===== src/rtl/xbus_pe_receiver.sv =====
// PE-side receiver for the X-bus G2B triplet stream: captures tag-matched triplets into a
// small FIFO, presents them to the PE over valid/ready, and tracks a kernel_size delivery window.
module xbus_pe_receiver #(
   parameter int DATA_WIDTH = 16,
   parameter int NUM_COL    = 4,
   parameter int FIFO_DEPTH = 4,
   localparam int TW = (NUM_COL > 1) ? $clog2(NUM_COL) : 1,
   localparam int AW = $clog2(FIFO_DEPTH),
   localparam int CW = AW + 1
) (
   input  logic                    clk,
   input  logic                    rstn,
   input  logic                    clr,
   input  logic [TW-1:0]           X_ID,
   input  logic                    bus_valid,
   output logic                    bus_ready,
   input  logic [TW-1:0]           X_TAG,
   input  logic [DATA_WIDTH-1:0]   ifmap_data_G2B,
   input  logic [DATA_WIDTH-1:0]   fltr_data_G2B,
   input  logic [2*DATA_WIDTH-1:0] psum_data_G2B,
   input  logic                    start,
   input  logic [7:0]              kernel_size,
   output logic                    pe_valid,
   input  logic                    pe_ready,
   output logic [DATA_WIDTH-1:0]   pe_ifmap,
   output logic [DATA_WIDTH-1:0]   pe_fltr,
   output logic [2*DATA_WIDTH-1:0] pe_psum,
   output logic [CW-1:0]           fill_level,
   output logic                    window_busy,
   output logic                    window_done,
   output logic                    err_excess
);

   typedef enum logic {
      S_IDLE = 1'b0,
      S_BUSY = 1'b1
   } state_t;

   logic [DATA_WIDTH-1:0]   r_mem_ifmap [FIFO_DEPTH];
   logic [DATA_WIDTH-1:0]   r_mem_fltr  [FIFO_DEPTH];
   logic [2*DATA_WIDTH-1:0] r_mem_psum  [FIFO_DEPTH];

   logic [AW-1:0] r_wr_ptr;
   logic [AW-1:0] r_rd_ptr;
   logic [CW-1:0] r_count;

   state_t        r_state;
   state_t        w_state_next;
   logic [7:0]    r_remaining;
   logic [7:0]    w_remaining_next;
   logic          r_done;
   logic          w_done_next;
   logic          r_err;
   logic          w_err_next;

   logic          w_full;
   logic          w_empty;
   logic          w_accept;
   logic          w_push;
   logic          w_pop;

   assign w_full   = (r_count == CW'(FIFO_DEPTH));
   assign w_empty  = (r_count == '0);
   // A full FIFO refuses every triplet, even if the PE drains the head this same cycle.
   assign w_accept = bus_valid && !w_full && (X_TAG == X_ID);
   assign w_push   = w_accept && !clr;
   assign w_pop    = !w_empty && pe_ready && !clr;

   // Storage has no reset; the head is masked to zero whenever the FIFO is empty.
   always_ff @(posedge clk) begin
      if (w_push) begin
         r_mem_ifmap[r_wr_ptr] <= ifmap_data_G2B;
         r_mem_fltr[r_wr_ptr]  <= fltr_data_G2B;
         r_mem_psum[r_wr_ptr]  <= psum_data_G2B;
      end
   end

   always_ff @(posedge clk or negedge rstn) begin
      if (!rstn) begin
         r_wr_ptr <= '0;
         r_rd_ptr <= '0;
         r_count  <= '0;
      end else if (clr) begin
         r_wr_ptr <= '0;
         r_rd_ptr <= '0;
         r_count  <= '0;
      end else begin
         if (w_push) begin
            r_wr_ptr <= r_wr_ptr + AW'(1);
         end
         if (w_pop) begin
            r_rd_ptr <= r_rd_ptr + AW'(1);
         end
         case ({w_push, w_pop})
            2'b10:   r_count <= r_count + CW'(1);
            2'b01:   r_count <= r_count - CW'(1);
            default: r_count <= r_count;
         endcase
      end
   end

   // Window FSM; accepts seen while idle (including the start cycle) are flagged as excess.
   always_comb begin
      w_state_next     = r_state;
      w_remaining_next = r_remaining;
      w_done_next      = 1'b0;
      w_err_next       = r_err;
      case (r_state)
         S_IDLE: begin
            if (w_accept) begin
               w_err_next = 1'b1;
            end
            if (start) begin
               if (kernel_size != 8'd0) begin
                  w_state_next     = S_BUSY;
                  w_remaining_next = kernel_size;
               end else begin
                  w_done_next = 1'b1;
               end
            end
         end
         S_BUSY: begin
            if (w_accept) begin
               if (r_remaining == 8'd1) begin
                  w_state_next     = S_IDLE;
                  w_remaining_next = 8'd0;
                  w_done_next      = 1'b1;
               end else begin
                  w_remaining_next = r_remaining - 8'd1;
               end
            end
         end
         default: begin
            w_state_next     = S_IDLE;
            w_remaining_next = 8'd0;
         end
      endcase
   end

   always_ff @(posedge clk or negedge rstn) begin
      if (!rstn) begin
         r_state     <= S_IDLE;
         r_remaining <= 8'd0;
         r_done      <= 1'b0;
         r_err       <= 1'b0;
      end else if (clr) begin
         r_state     <= S_IDLE;
         r_remaining <= 8'd0;
         r_done      <= 1'b0;
         r_err       <= 1'b0;
      end else begin
         r_state     <= w_state_next;
         r_remaining <= w_remaining_next;
         r_done      <= w_done_next;
         r_err       <= w_err_next;
      end
   end

   assign bus_ready   = !w_full;
   assign pe_valid    = !w_empty;
   assign pe_ifmap    = w_empty ? '0 : r_mem_ifmap[r_rd_ptr];
   assign pe_fltr     = w_empty ? '0 : r_mem_fltr[r_rd_ptr];
   assign pe_psum     = w_empty ? '0 : r_mem_psum[r_rd_ptr];
   assign fill_level  = r_count;
   assign window_busy = (r_state == S_BUSY);
   assign window_done = r_done;
   assign err_excess  = r_err;

endmodule


===== config.mk =====
export PLATFORM = sky130hd
export DESIGN_NAME = xbus_pe_receiver
export DESIGN_NICKNAME = d
export VERILOG_FILES = /design/src/rtl/xbus_pe_receiver.sv
export SDC_FILE = /design/constraint.sdc
export NUM_CORES = 1
export LEC_CHECK = 0
export ABC_AREA = 1
export BUFFER_PORTS_ARGS = -buffer_cell sky130_fd_sc_hd__buf_2
export CORE_AREA = 2 2 153 155
export CTS_BUF_LIST = sky130_fd_sc_hd__clkbuf_16
export DETAILED_ROUTE_END_ITERATION = 16
export DIE_AREA = 0 0 155 157
export PLACE_DENSITY = 0.68
export SLEW_MARGIN = 20
export SYNTH_ARGS = -nofsm -noshare
export SYNTH_HDL_FRONTEND = slang
export SYNTH_SLANG_ARGS = --single-unit

===== constraint.sdc =====
create_clock -name clk -period 4.5 [get_ports clk]
set_input_delay 0.9 -clock clk [delete_from_list [all_inputs] [get_ports clk]]
set_output_delay 0.9 -clock clk [all_outputs]
set_load 0.02 [all_outputs]

==> key figures, run 1 <==
Placement
  – I/O Buffers: 153
  – Detailed placement HPWL: 13.9 mm
  – Routability Congestion: 0.793
  – Placement Setup Slack: 1.31 ns
  – Placed Cells: 1,348
  – Placed cell areas: 12,200 sq um

Clock network
  – Clock sink total: 274
  – Setup Buffers After CTS: 0
  – TritonCTS Buffers: 28
  – Worst-Skew Late Latency: 0.55 ns
  – CTS tree: built
  – Post-CTS sizing: 0
  – Clock Tree Root: clkbuf_16
  – CTS H-tree lvls: 1
  – Max Root-Sink Buffers: 3
  – # hold bufs at CTS: 0
  – Clock transition at path regs: 0.06 ns

Yosys
  – Post-synthesis sequential area ratio: 73.0%
  – Seq cells post-synth: 274
  – Syn. warnings: 0
  – Distinct cells, synth: 26
  – Mapped Cells: 948
  – Syn Nets: 1,037
  – Avg Cell Area, Syn: 11.8 sq um
  – Post-Syn Area: 11,200 sq um

Global route
  – Global route overflow: 0
  – Global-route wire length before repair: 37.4 mm
  – Largest net degree at the start of global routing: 90
  – Vias in the first global route: 7,191
  – GRT Util Overall: 19.6%
  – Initial antenna violation count: 5

Critical path
  – Critical-path maximum fanout: 89
  – Arr. time, crit path: 2.55 ns
  – Worst Setup Path Type: reg -> out
  – Critical Path Sink Type: primary output
  – Worst path required time: 3.60 ns
  – Reg2reg start: fill_level[0]
  – R2r setup slk: 1.96 ns
  – Worst setup startpoint: r_rd_ptr[0]
  – Worst Setup EP: pe_psum[27]
  – FF-to-FF End: r_mem_ifmap[0][10]
  – Worst Reg-to-Reg Cells: 7
  – CP startpoint kind: flip-flop

STA
  – Final number of setup-violating endpoints: 0
  – Min Tclk post-route: 3.45 ns
  – Final Slew Violations: 0
  – Worst slew margin: 46.8%
  – PnR worst setup slack: 1.05 ns
  – Part of the cycle the worst path needs: 76.6%
  – Slew @ Worst Pin: 0.798 ns
  – RSZ-0062 raised after global routing: false
  – Hold slack: 0.295 ns
  – F_max: 290 MHz
  – Final Skew: 0.0211 ns
  – Fin. Hold Viols: 0

Route
  – Antenna Nets Post-Route: 0
  – Drt via density: 5.28
  – Final wirelength: 24.0 mm
  – Post-route DRC violation count: 0
  – Routed via count: 7,393
  – WL per Instance: 17.1 um
  – Initial DRC Count: 575
  – Drt pass-1 iters: 7

Floorplanning
  – Die H: 157 um
  – IO Count: 154
  – Initial core utilization: 49.6%
  – Core ar.: 22,500 sq um
  – DIE AREA: 24,300 sq um
  – Die width: 155 um
  – Rows: 55

Layout
  – Final instance area: 13,100 sq um
  – Most frequent cells in the layout: nor2_1, edfxtp_1, buf_2, o21ai_0, a21oi_1
  – Nets@finish: 1,182
  – Final Non-Filler Cells: 1,401
  – Final Core Density: 58.2%
  – Commonest non-fill, non-tap cell in the layout: nor2_1
  – Area Growth Syn to Fin: 17.5%
  – Fillers: 1,778
  – Share of layout cells above drive strength 1: 20.4%

Pwr
  – PD cells: 427 nW/um^2
  – Leak Pwr: 5.00 nW
  – VDD IR-drop max: 0.517 mV

Job
  – MaxCap Viol Count: 0

Min path
  – Hold crit path type: in -> async

Run status
  – Outcome: finished clean
-- where the power goes --
part / leakage, nW / internal (mW) / switching, mW
clock network: 0.433 / 1.24 / 0.921
logic: 2.02 / 0.174 / 0.416
registers: 2.55 / 2.82 / 0.0248
total: 5.00 / 4.24 / 1.36
-- through the flow --
step / TNS, ns / power [mW]
floorplan: -37.76 / 3.27
finish: 0 / 5.60
global route: 0 / 5.80
CTS: 0 / 5.65
detailed placement: 0 / 3.50
global placement: 0 / 3.49
-- critical path: stages, from the launching register on --
cell	delay, ns
dfrtp_4	0.55
clkinv_2	0.40
buf_12	0.36
o21ai_0	0.15
a21oi_1	0.28
buf_2	0.23
-- routing by layer --
metal | vias up | track usage [%] | share of wire (%)
li1 | 3587 | - | -
met1 | 3536 | 26.3 | 44
met2 | 228 | 32.7 | 47
met3 | 40 | 3.52 | 6.6
met4 | 2 | 6.26 | 2.3
met5 | - | 0 | 0.067
-- kinds of logic (layout without fill, tap and decap cells) --
group,Yosys count,in the layout,synth area share [%]
adders and majority gates,7,7,0.853
and+or+nand+nor,371,371,13.2
DFF,274,274,73.0
AOI/OAI and AO/OA,213,213,9.66
xor gates and xnor gates,4,4,0.314
buffers and inverters,79,244,2.98
other,0,3,0
-- worst min-delay path by stage --
stage / endpoint / from / slack (ns)
after floorplan: r_remaining[7] / r_remaining[7] / 0.47
after global placement: r_remaining[7] / r_remaining[7] / 0.51
after detailed placement: err_excess / err_excess / 0.51
after CTS: fill_level[2] / rstn / 0.30
after global routing: window_done / rstn / 0.34
final: window_done / rstn / 0.29
-- flip-flops by register name, summed over array words and instances, names as in the netlist --
register / flops
err_excess: 1
fill_level: 3
r_mem_fltr: 64
r_mem_ifmap: 64
r_mem_psum: 128
r_rd_ptr: 2
r_remaining: 8
r_wr_ptr: 2
window_busy: 1
window_done: 1
-- Yosys cell counts --
cell type | number | area (sq um)
xnor2_1 | 2 | 17.5
inv_1 | 24 | 90.1
nand2_1 | 68 | 255
dfrtp_1 | 18 | 450
o21ai_0 | 135 | 676
nand2_2 | 1 | 6.26
o21ai_1 | 5 | 25.0
ha_1 | 6 | 75.1
nand2_4 | 4 | 45.0
inv_2 | 3 | 11.3
clkbuf_1 | 18 | 67.6
a21oi_2 | 2 | 17.5
nand3_1 | 18 | 90.1
clkinv_2 | 1 | 5.00
o21bai_1 | 1 | 7.51
buf_4 | 3 | 22.5
a31oi_1 | 1 | 6.26
a21oi_1 | 69 | 345
buf_1 | 11 | 41.3
nor2_1 | 276 | 1040
xor2_1 | 2 | 17.5
nor2_4 | 3 | 33.8
nor2_2 | 1 | 6.26
edfxtp_1 | 256 | 7690
buf_2 | 19 | 95.1
fa_1 | 1 | 20.0
-- final cells by class --
| type | count | area [sq um] | area share (%) |
|---|---|---|---|
| sequential | 274 | 8140 | 62.2 |
| multi-input combinational | 595 | 2710 | 20.7 |
| timing repair buffer | 166 | 913 | 6.97 |
| clock buffer | 28 | 701 | 5.35 |
| tap | 285 | 357 | 2.72 |
| clock inverter | 22 | 160 | 1.22 |
| inverter | 28 | 108 | 0.821 |
| antenna | 3 | 7.51 | 0.0573 |
Power figures use the tool's default switching activity.
==> run 2, diff against run 1 <==
--- a/config.mk
+++ b/config.mk
@@ -11,7 +11,7 @@
 export CTS_BUF_LIST = sky130_fd_sc_hd__clkbuf_16
 export DETAILED_ROUTE_END_ITERATION = 16
 export DIE_AREA = 0 0 155 157
-export PLACE_DENSITY = 0.68
+export PLACE_DENSITY = 0.71
 export SLEW_MARGIN = 20
 export SYNTH_ARGS = -nofsm -noshare
 export SYNTH_HDL_FRONTEND = slang
==> constraint.sdc (replaced) <==
create_clock -name clk -period 3.08 [get_ports clk]
set_input_delay 0.616 -clock clk [delete_from_list [all_inputs] [get_ports clk]]
set_output_delay 0.616 -clock clk [all_outputs]
set_load 0.02 [all_outputs]
==> run 2 against run 1 <==
Largest cell class unchanged; sequential share of layout area shrank 0.29 points; combinational power up 45%; setup slack lost 0.88 ns; critical endpoint is now pe_psum[15]; first-iteration DRC count shrank 26%.
==> key figures, run 2 (synthesized netlist as in run 1, its figures left out) <==
Layout
  – Final instance area: 13,200 sq um
  – Nets@finish: 1,183
  – Fillers: 1,862
  – Max FFs per register: 128
  – Final Core Density: 58.5%
  – Most frequent cells in the layout: nor2_1, edfxtp_1, buf_2, o21ai_0, a21oi_1
  – Commonest non-fill, non-tap cell in the layout: nor2_1
  – Biggest regs: r_mem_psum x128, r_mem_fltr x64, r_mem_ifmap x64
  – Largest Register: r_mem_psum
  – Area Growth Syn to Fin: 18.0%
  – Share of layout cells above drive strength 1: 20.4%

STA
  – Final Skew: 0.0110 ns
  – PnR worst setup slack: 0.169 ns
  – RSZ-0062 raised after global routing: false
  – Worst slew margin: 45.1%
  – Hold slack: 0.0201 ns
  – Fin. Hold Viols: 0
  – Min Tclk post-route: 2.91 ns
  – Final number of setup-violating endpoints: 0
  – Part of the cycle the worst path needs: 94.5%
  – Final Slew Violations: 0
  – F_max: 344 MHz
  – Slew @ Worst Pin: 0.823 ns

Critical path
  – CP startpoint kind: flip-flop
  – Critical Path Sink Type: primary output
  – Critical-path maximum fanout: 67
  – Arr. time, crit path: 2.29 ns
  – Worst path required time: 2.46 ns
  – Worst Setup Path Type: reg -> out

Pwr
  – Internal: 6.20 mW
  – Sequential power share: 51.1%
  – NetSw: 1.95 mW
  – Switching Share: 23.9%
  – Clk pwr share: 38.4%
  – PD cells: 620 nW/um^2
  – VDD IR-drop max: 0.514 mV
  – Comb power frac: 10.5%
  – Leak Pwr: 5.04 nW

Floorplanning
  – Core ar.: 22,500 sq um
  – Die H: 157 um
  – DIE AREA: 24,300 sq um
  – Initial core utilization: 49.6%
  – Rows: 55
  – IO Count: 154
  – Die width: 155 um

Run status
  – Outcome: finished clean

Route
  – Routed via count: 7,330
  – Final wirelength: 23.1 mm
  – Antenna Nets Post-Route: 0
  – Post-route DRC violation count: 0
  – Drt via density: 5.23
  – WL per Instance: 16.5 um
  – Drt pass-1 iters: 4
  – Initial DRC Count: 426

Placement
  – Routability Congestion: 0.825
  – I/O Buffers: 153
  – Placed cell areas: 12,300 sq um
  – Detailed placement HPWL: 13.1 mm
  – Placement Setup Slack: 0.636 ns

Global route
  – GRT Util Overall: 18.9%
  – Global route overflow: 0
  – Largest net degree at the start of global routing: 68
  – Global-route wire length before repair: 36.1 mm
  – Vias in the first global route: 7,127
  – Initial antenna violation count: 3

Clock network
  – Max Root-Sink Buffers: 3
  – Clock Tree Root: clkbuf_16
  – Worst-Skew Late Latency: 0.54 ns
  – Clock sink total: 274
  – CTS H-tree lvls: 1
  – CTS tree: built
  – Clock transition at path regs: 0.06 ns
  – TritonCTS Buffers: 28

Job
  – MaxCap Viol Count: 0

Min path
  – Hold crit path type: in -> async
[run 2: cell type report]
type / instances / area, sq um / share of cell area, %
flip-flops and latches: 274 / 8140 / 61.9
multi-input cells: 595 / 2710 / 20.6
repair buffers: 167 / 975 / 7.41
clock buffers: 28 / 701 / 5.32
well taps: 285 / 357 / 2.71
clock inverters: 23 / 163 / 1.24
inverters: 28 / 108 / 0.818
diodes: 2 / 5.00 / 0.0380
[run 2: per-layer routing]
metal / vias up / part of all wire [%] / track usage [%]
met4: 4 / 1.6 / 4.59
met2: 182 / 50 / 33.2
met1: 3505 / 42 / 23.5
met5: - / 0.13 / 0
li1: 3599 / - / -
met3: 40 / 7.1 / 4.90
[run 2: worst paths after layout]
check / slack, ns / end / cells past startpoint / startpoint
min: 0.02 / fill_level[1] / 1 / rstn
max reg2reg: 0.93 / r_mem_ifmap[1][1] / 7 / fill_level[0]
max in group asynchronous: 2.72 / r_rd_ptr[0] / 1 / rstn
min in group clk: 0.29 / r_mem_psum[0][20] / 1 / psum_data_G2B[20]
min reg2reg: 0.49 / err_excess / 2 / err_excess
max: 0.17 / pe_psum[15] / 6 / r_rd_ptr[0]
[run 2: per-stage QoR]
step | total power [mW] | TNS (ns) | cells
5_1_grt | 8.47 | 0 | 1401
3_5_place_dp | 5.11 | 0 | 1349
3_3_place_gp | 5.09 | 0 | 1349
2_1_floorplan | 4.78 | -65.84 | 948
4_1_cts | 8.24 | 0 | 1400
6_report | 8.15 | 0 | 1402
[run 2: critical path, cell delays in order (launching register included)]
cell and delay, ns:
dfrtp_4 0.68, buf_12 0.33, nor2_1 0.09, nor2_1 0.08, o21ai_0 0.09, a21oi_1 0.24, buf_2 0.22
[run 2: repair_timing]
item,4_1_cts,5_1_grt
gates resized for setup,0,1
setup buffers,0,0
setup endpoints to repair,0,3
hold buffers,0,0
[run 2: power groups by stage]
stage	Combinational (mW)	Clock, mW	Sequential, mW
after floorplan	0.544	0	4.23
after global placement	0.847	0	4.25
after detailed placement	0.862	0	4.25
after CTS	0.867	3.20	4.17
after global routing	0.953	3.34	4.18
final	0.855	3.13	4.17
==> run 3, diff against run 2 <==
--- a/config.mk
+++ b/config.mk
@@ -12,6 +12,7 @@
 export DETAILED_ROUTE_END_ITERATION = 16
 export DIE_AREA = 0 0 155 157
 export PLACE_DENSITY = 0.71
+export RECOVER_POWER = 50
 export SLEW_MARGIN = 20
 export SYNTH_ARGS = -nofsm -noshare
 export SYNTH_HDL_FRONTEND = slang
==> run 3 against run 2 <==
Clock skew about the same; clock-buffer cell count is the same; non-clock buffer count unchanged; critical path depth unchanged; combinational power down 2.6%; cell count is essentially flat; first-iteration DRC count is 0.47% higher; clock power hardly changed; register-to-register slack got worse by 0.62 ns; maximum frequency shrank 0.10%; critical path type unchanged; highest routed layer unchanged.
==> key figures, run 3 (synthesized netlist as in run 1, its figures left out) <==
STA
  – Worst slew margin: 30.9%
  – Min Tclk post-route: 2.91 ns
  – Setup TNS: 0 ns
  – Fin. Hold Viols: 0
  – Hold slack: 0.246 ns
  – F_max: 343 MHz
  – Final Slew Violations: 0
  – Final number of setup-violating endpoints: 0
  – Part of the cycle the worst path needs: 94.6%
  – RSZ-0062 raised after global routing: false
  – Final Skew: 0.0113 ns
  – Slew @ Worst Pin: 1.04 ns

Clock network
  – Clock sink total: 274
  – Clock transition at path regs: 0.06 ns
  – CTS H-tree lvls: 1
  – Max Root-Sink Buffers: 3
  – Clock Tree Root: clkbuf_16
  – Setup Buffers After CTS: 0
  – CTS tree: built
  – TritonCTS Buffers: 28
  – Worst-Skew Late Latency: 0.54 ns
  – # hold bufs at CTS: 0

Critical path
  – Worst path required time: 2.46 ns
  – Arr. time, crit path: 2.30 ns
  – Worst Setup Path Type: reg -> out
  – Critical Path Sink Type: primary output
  – CP startpoint kind: flip-flop
  – Critical-path maximum fanout: 67

Floorplanning
  – Die width: 155 um
  – Core ar.: 22,500 sq um
  – Die H: 157 um
  – Rows: 55
  – DIE AREA: 24,300 sq um
  – IO Count: 154
  – Initial core utilization: 49.6%

Route
  – Drt via density: 5.20
  – Post-route DRC violation count: 0
  – WL per Instance: 16.5 um
  – Initial DRC Count: 428
  – Drt pass-1 iters: 4
  – Antenna Nets Post-Route: 0
  – Final wirelength: 23.1 mm
  – Routed via count: 7,289

Global route
  – Global route overflow: 0
  – Initial antenna violation count: 2
  – Global-route wire length before repair: 36.1 mm
  – Vias in the first global route: 7,127
  – GRT Util Overall: 18.9%
  – Largest net degree at the start of global routing: 68

Layout
  – Final Core Density: 57.8%
  – Largest Register: r_mem_psum
  – Commonest non-fill, non-tap cell in the layout: nor2_1
  – Final Non-Filler Cells: 1,401
  – Share of layout cells above drive strength 1: 13.3%
  – Biggest regs: r_mem_psum x128, r_mem_fltr x64, r_mem_ifmap x64
  – Area Growth Syn to Fin: 16.7%
  – Max FFs per register: 128
  – Most frequent cells in the layout: nor2_1, edfxtp_1, o21ai_0, buf_2, clkbuf_1
  – Nets@finish: 1,183

Placement
  – Routability Congestion: 0.825
  – Detailed placement HPWL: 13.1 mm
  – Placed Cells: 1,349
  – I/O Buffers: 153

Pwr
  – Internal: 6.19 mW
  – Comb power frac: 10.2%
  – Sequential power share: 51.3%
  – NetSw: 1.95 mW
  – PD cells: 625 nW/um^2
  – Switching Share: 24.0%
  – Clk pwr share: 38.5%
  – Leak Pwr: 4.81 nW
  – VDD IR-drop max: 0.514 mV

Run status
  – Outcome: finished clean

Job
  – MaxCap Viol Count: 0

Min path
  – Hold crit path type: in -> async
## run 3: cell types whose count changed in the layout (fill, tap and decap cells not counted), moves of 2 or more
cell and delta:
buf_2 -72, clkbuf_1 +72, nand2_1 +2, nor2_1 +4
nor2_4 -3
## run 3: routing by layer
layer / wire, um / global-route usage [%]
met5: 12 / 0
met4: 420 / 4.59
met3: 1630 / 4.90
met2: 11400 / 33.2
met1: 9690 / 23.5
## run 3: layout make-up
cell class,count,area (sq um)
antenna,1,2.50
clock buffer,28,701
clock inverter,23,163
fill,1904,9490
inverter,28,108
multi-input combinational,595,2670
sequential,274,8140
tap,285,357
timing repair buffer,167,870
## run 3: repair_timing
action                                  4_1_cts  5_1_grt
endpoints found under the setup margin        0        3
resized for setup                             0        1
endpoints found under the hold margin         0        0
## run 3: power groups by stage
stage               Combinational, mW  Clock, mW  Sequential [mW]
floorplan                       0.544          0             4.23
global placement                0.847          0             4.25
detailed placement              0.862          0             4.25
CTS                             0.867       3.20             4.17
global route                    0.930       3.34             4.17
finish                          0.833       3.13             4.17
## run 3: path summary, 6_finish.rpt
path	from	end	slack, ns	depth (start not counted)
max reg2reg	fill_level[0]	r_mem_psum[0][9]	0.31	7
max	r_rd_ptr[0]	pe_psum[15]	0.17	6
min reg2reg	err_excess	err_excess	0.49	2
min	rstn	fill_level[1]	0.25	1
max in group asynchronous	rstn	r_rd_ptr[0]	2.09	1
min in group clk	psum_data_G2B[17]	r_mem_psum[2][17]	0.34	1
## run 3: worst max-delay path, cell delays in order, from the launching register on
cell and delay (ns):
dfrtp_4 0.67, buf_12 0.33, nor2_1 0.09, nor2_1 0.08
o21ai_0 0.09, a21oi_1 0.25, buf_2 0.22
## run 3: per-stage QoR
step | cell area [sq um] | power [mW] | setup WS, ns
final | 13000 | 8.13 | 0.167
after global routing | 13000 | 8.45 | 0.0222
after CTS | 13200 | 8.24 | 0.0839
after detailed placement | 12300 | 5.11 | 0.636
after global placement | 12300 | 5.09 | 0.673
after floorplan | 11200 | 4.78 | -0.257
